File: src/rtl/shift_arbiter.sv
// rtl/shift_arbiter.sv - two-port round-robin front end sharing one 16-bit shifter, 5-bit amounts
//
// shifter      : combinational 16-bit shifter, amount 0-15
//   d, amt, typ   operand, amount, type (00 LSL, 01 LSR, 10 ASR, 11 ROR)
//   q, c          result and last bit shifted out (0 when amt == 0)
//
// shift_arbiter: arbitrates port A / port B onto the shifter, registers the result
//   clk, rst_n                 clock, asynchronous active-low reset
//   a_valid/a_ready/a_data/a_amt/a_type   port A request handshake and operands
//   b_valid/b_ready/b_data/b_amt/b_type   port B request handshake and operands
//   r_valid/r_ready/r_data/r_c/r_src      registered result, carry and source (0 = A, 1 = B)

module shifter (
  input  logic [15:0] d,
  input  logic [3:0]  amt,
  input  logic [1:0]  typ,
  output logic [15:0] q,
  output logic        c
);
  logic [31:0]        t;
  logic signed [31:0] ts;

  always_comb begin
    t  = '0;
    ts = {d, 16'h0000};
    q  = '0;
    c  = 1'b0;
    case (typ)
      2'b00: begin
        // Operand in the low half; the first bit above it is the last one pushed out.
        t = {16'h0000, d} << amt;
        q = t[15:0];
        c = t[16];
      end
      2'b01: begin
        // Operand in the high half; the first bit below it is the last one pushed out.
        t = {d, 16'h0000} >> amt;
        q = t[31:16];
        c = t[15];
      end
      2'b10: begin
        t = $unsigned(ts >>> amt);
        q = t[31:16];
        c = t[15];
      end
      default: begin
        t = {d, d} >> amt;
        q = t[15:0];
        c = (amt != 4'd0) & t[15];
      end
    endcase
  end
endmodule

module shift_arbiter #(
  parameter int W = 16
) (
  input  logic         clk,
  input  logic         rst_n,
  input  logic         a_valid,
  output logic         a_ready,
  input  logic [W-1:0] a_data,
  input  logic [4:0]   a_amt,
  input  logic [1:0]   a_type,
  input  logic         b_valid,
  output logic         b_ready,
  input  logic [W-1:0] b_data,
  input  logic [4:0]   b_amt,
  input  logic [1:0]   b_type,
  output logic         r_valid,
  input  logic         r_ready,
  output logic [W-1:0] r_data,
  output logic         r_c,
  output logic         r_src
);
  typedef enum logic {IDLE = 1'b0, PASS2 = 1'b1} state_t;

  state_t       state, state_nxt;
  logic         last;
  logic [W-1:0] work;
  logic [3:0]   rem;
  logic         rem16;
  logic [1:0]   typ_q;
  logic         src_q;

  logic         out_free, can_accept, grant_a, grant_b, grant;
  logic [W-1:0] g_data;
  logic [4:0]   g_amt;
  logic [1:0]   g_typ;
  logic         g_long;
  logic [4:0]   rem_full;

  logic [15:0]  sh_d, sh_q;
  logic [3:0]   sh_amt;
  logic [1:0]   sh_typ;
  logic         sh_c;
  logic         load_r, load_work;

  // Grant logic: rst_n gating keeps both readies low while reset is held.
  assign out_free   = !r_valid || r_ready;
  assign can_accept = rst_n && (state == IDLE) && out_free;
  assign grant_a    = can_accept && a_valid && (!b_valid || last);
  assign grant_b    = can_accept && b_valid && (!a_valid || !last);
  assign grant      = grant_a || grant_b;
  assign a_ready    = grant_a;
  assign b_ready    = grant_b;

  assign g_data   = grant_b ? b_data : a_data;
  assign g_amt    = grant_b ? b_amt  : a_amt;
  assign g_typ    = grant_b ? b_type : a_type;
  assign g_long   = g_amt[4];
  // Amounts 16..31 leave 1..16 after the first 15-bit pass; bit 4 flags the 16 case.
  assign rem_full = g_amt - 5'd15;

  shifter u_shifter (
    .d   (sh_d),
    .amt (sh_amt),
    .typ (sh_typ),
    .q   (sh_q),
    .c   (sh_c)
  );

  // FSM: state register
  always_ff @(posedge clk or negedge rst_n) begin
    if (!rst_n) state <= IDLE;
    else        state <= state_nxt;
  end

  // FSM: next state
  always_comb begin
    state_nxt = state;
    case (state)
      IDLE:    if (grant && g_long) state_nxt = PASS2;
      default: if (out_free && !rem16) state_nxt = IDLE;
    endcase
  end

  // FSM: shifter operand mux and load enables
  always_comb begin
    sh_d      = g_data;
    sh_amt    = g_long ? 4'd15 : g_amt[3:0];
    sh_typ    = g_typ;
    load_r    = 1'b0;
    load_work = 1'b0;
    if (state == PASS2) begin
      sh_d   = work;
      // A remainder of 16 is split into 15 now and 1 on the following cycle.
      sh_amt = rem16 ? 4'd15 : rem;
      sh_typ = typ_q;
      if (out_free) begin
        load_work = rem16;
        load_r    = !rem16;
      end
    end else if (grant) begin
      load_work = g_long;
      load_r    = !g_long;
    end
  end

  always_ff @(posedge clk or negedge rst_n) begin
    if (!rst_n) begin
      last  <= 1'b1;
      work  <= '0;
      rem   <= '0;
      rem16 <= 1'b0;
      typ_q <= '0;
      src_q <= 1'b0;
    end else begin
      if (grant) last <= grant_b;
      if (load_work) begin
        work <= sh_q;
        if (state == IDLE) begin
          rem   <= rem_full[3:0];
          rem16 <= rem_full[4];
          typ_q <= g_typ;
          src_q <= grant_b;
        end else begin
          rem   <= 4'd1;
          rem16 <= 1'b0;
        end
      end
    end
  end

  // Result register: reloads on the same edge that drains the previous result.
  always_ff @(posedge clk or negedge rst_n) begin
    if (!rst_n) begin
      r_valid <= 1'b0;
      r_data  <= '0;
      r_c     <= 1'b0;
      r_src   <= 1'b0;
    end else if (load_r) begin
      r_valid <= 1'b1;
      r_data  <= sh_q;
      r_c     <= sh_c;
      r_src   <= (state == PASS2) ? src_q : grant_b;
    end else if (r_ready) begin
      r_valid <= 1'b0;
    end
  end
endmodule

File: config.mk
export PLATFORM = sky130hd
export DESIGN_NAME = shift_arbiter
export DESIGN_NICKNAME = d
export VERILOG_FILES = /design/src/rtl/shift_arbiter.sv
export SDC_FILE = /design/constraint.sdc
export NUM_CORES = 1
export LEC_CHECK = 0
export ABC_AREA = 1
export CORE_MARGIN = 3
export CORE_UTILIZATION = 40
export CTS_BUF_LIST = sky130_fd_sc_hd__clkbuf_4
export CTS_CLUSTER_SIZE = 25
export DETAILED_ROUTE_END_ITERATION = 12
export GPL_TIMING_DRIVEN = 0
export HOLD_SLACK_MARGIN = 0.12
export PLACE_DENSITY_LB_ADDON = 0.05
export REMOVE_ABC_BUFFERS = 1
export SLEW_MARGIN = 10
export SYNTH_ARGS = -nofsm -noshare
export SYNTH_HDL_FRONTEND = slang
export SYNTH_HIERARCHICAL = 1
export SYNTH_SLANG_ARGS = --single-unit
File: constraint.sdc
create_clock -name clk -period 8 [get_ports clk]
set_input_delay 0.8 -clock clk [delete_from_list [all_inputs] [get_ports clk]]
set_output_delay 0.8 -clock clk [all_outputs]
set_load 0.03 [all_outputs]
==> flow_summary.json <==
{
  "htreeDepth": 2,
  "cp_max_fo": 31,
  "synth_cell_type_count": 39,
  "die_y_um": 112,
  "clk_pin_slew_ns": 0.15,
  "wl_per_cell_um": 16.8,
  "viasPerCell": 5.56,
  "finalHoldViolations": 0,
  "num_antenna_cells": 0,
  "yosys_warnings": 6,
  "max_slew.worst_pin.slew_ns": 1.16,
  "critPathArrivalTime_ns": 5.60,
  "min_path_type": "input port to asynchronous set/reset pin",
  "synthTopCellsByArea": "nand2_1, dfrtp_1, nand3_1",
  "ctsHoldBuffers": 0,
  "seq_area_frac_synth_pct": 25.0,
  "timing.hold.ws_ns": 0.287,
  "synthCells": 768,
  "grt.met3_usage_pct": 2.75,
  "clockRootBuffer": "clkbuf_4",
  "design.core.area_sq_um": 10900,
  "num_vias": 5291,
  "ir_drop_uv": 233,
  "cts_num_sinks": 45,
  "gr-usage-met1_pct": 36.0,
  "setup_violations": 0,
  "cts_tree": "built",
  "met2_usage_pct": 40.0,
  "drt-total-wl_mm": 16.0,
  "hpwlAfterDp_mm": 12.1,
  "grt_usage_pct": 25.2,
  "ios": 72,
  "clock_latency_ns": 0.40,
  "detail-route-antenna-nets": 0,
  "status": "complete, no violations",
  "synth.ff_latch_count": 45,
  "drive_gt1_share_pct": 7.64,
  "clock.fmax_mhz": 189,
  "synth_ff_type": "dfrtp_1",
  "yosys.area.top_type": "nand2_1",
  "skew_ns": 0.0174,
  "critPathCaptureType": "flop",
  "drt_first_pass_iters": 5,
  "drv_cap": 0,
  "port_buffers": 71,
  "grt_pass1_vias": 4829,
  "postCtsResizedCells": 0,
  "maxSlewHeadroom_pct": 22.8,
  "gp_congestion": 0.958,
  "required_ns": 8.30,
  "synth_top_area_share_pct": 31.5,
  "start_util_pct": 41.2,
  "die_x_um": 112,
  "synth_edf_count": 0,
  "grt_max_degree": 46,
  "fin_util_pct": 48.3,
  "drc": 0,
  "finalMaxSlewViolations": 0,
  "syn_to_final_growth_pct": 17.4,
  "rsz0062_at_grt": "false",
  "power_leakage_nw": 2.74,
  "grt_busiest_layer": "met2",
  "clockBufferDepth": 2,
  "mostFrequentLayoutCell": "nand2_1",
  "p_per_area_nw_per_um2": 390,
  "fin_ws_ns": 2.70,
  "syn_area_sq_um": 4500,
  "period_minus_slack_ns": 5.30,
  "finalSetupTns_ns": 0,
  "num-nets-final": 862,
  "layout_common_cells": "nand2_1, nand3_1, clkdlybuf4s50_1",
  "grt-ovfl-total": 0,
  "timing.final.crit_share_pct": 66.2,
  "avgSynthCellArea_sq_um": 5.86,
  "pre_cts_ws_ns": 1.99,
  "nFillCells": 1213,
  "worst-setup-path-type": "input port to flop",
  "numCtsBuffers": 5,
  "cts_setup_buffers": 0,
  "drt_iter0_drc": 544,
  "antenna_found_initial": 0,
  "rows": 38,
  "ys_async_sr_fraction_pct": 100,
  "dieArea_sq_um": 12600,
  "grt_pass1_wl_mm": 25.6,
  "critPathLaunchType": "input port"
}
## logic make-up (layout without fill, tap and decap cells)
logic type / after synthesis / count (layout) / synth area share (%)
adders and majority gates: 1 / 1 / 0.278
AOI/OAI and AO/OA: 77 / 77 / 10.0
DFF: 45 / 45 / 25.0
buffers and inverters: 74 / 117 / 8.92
and+or+nand+nor: 571 / 571 / 55.8
## final timing paths
kind / startpoint / endpoint / slack [ns] / depth (start not counted)
setup / recovery: r_ready / r_data[9] / 2.70 / 20
hold / removal: rst_n / rem[1] / 0.29 / 1
setup reg to reg: state / r_data[9] / 2.85 / 20
hold reg to reg: r_data[11] / r_data[11] / 0.50 / 2
max in group asynchronous: rst_n / r_data[9] / 7.20 / 2
min in group clk: r_data[11] / r_data[11] / 0.50 / 2
## metal layers
layer  vias up  part of all wire [%]
li1       2582                     -
met1      2514                    48
met2       166                    45
met3        29                   4.8
met4         0                   2.5
met5         -                     0
## worst max-delay path: stages
cell and delay, ns:
clkdlybuf4s50_1 0.42, nor2_1 0.20, nor2_4 0.07, nand2_2 0.44, inv_1 0.52, nand2_1 0.17, nand2_1 0.13, nand2_1 0.19
o2111ai_4 0.36, buf_16 0.30, inv_1 0.84, nor2_1 0.17, a21oi_1 0.24, nand2_2 0.08, nand2_1 0.06, nand2_1 0.07
a21oi_1 0.13, nand3_1 0.18, nand2_1 0.12, nand2_1 0.06
## flip-flops by register name, indices dropped and copies added, names as in the netlist
| name | cells |
|---|---|
| r_data | 16 |
| last | 1 |
| r_src | 1 |
| r_valid | 1 |
| typ_q | 2 |
| work | 16 |
| state | 1 |
| src_q | 1 |
| rem16 | 1 |
| rem | 4 |
| r_c | 1 |
## cell usage after synthesis (2+ instances only)
library cell / number
a21oi_1: 16
nor3_1: 2
o2111ai_1: 2
buf_4: 5
and2_1: 5
nand3_2: 8
nand2_4: 6
nand3b_1: 2
clkbuf_1: 6
dfrtp_1: 44
o211ai_1: 6
buf_6: 7
nor2_1: 38
a31oi_1: 18
nand2_2: 11
nand3_1: 103
o21ai_0: 17
nand2_1: 378
inv_1: 26
buf_2: 21
nand4_1: 9
o21ai_2: 2
o21ai_1: 12
nor2_4: 2
inv_2: 4
buf_1: 2
nand2_8: 2
nor2_2: 3
## through the flow
step                power (mW)  cell area [sq um]  instances
finish                    2.06               5290        951
global route              2.25               5290        951
CTS                       2.05               5280        951
detailed placement        1.91               5220        943
global placement          1.87               5120        937
floorplan                 1.41               4230        726
## report_power, final
part           total [mW]  internal, mW  switching [mW]  leakage (nW)
clock               0.127        0.0360          0.0909        0.0318
combinational        1.57         0.479            1.09          2.13
sequential          0.369         0.319          0.0506         0.581
total                2.06         0.833            1.23          2.74
## cell type report
type | count | area, sq um | area share (%)
repair buffers | 77 | 791 | 15.0
clock buffers | 5 | 37.5 | 0.710
well taps | 140 | 175 | 3.31
clock inverters | 3 | 25.0 | 0.473
flip-flops and latches | 45 | 1130 | 21.3
inverters | 32 | 130 | 2.46
multi-input cells | 649 | 3000 | 56.8
(Power assumes the default switching activity.)
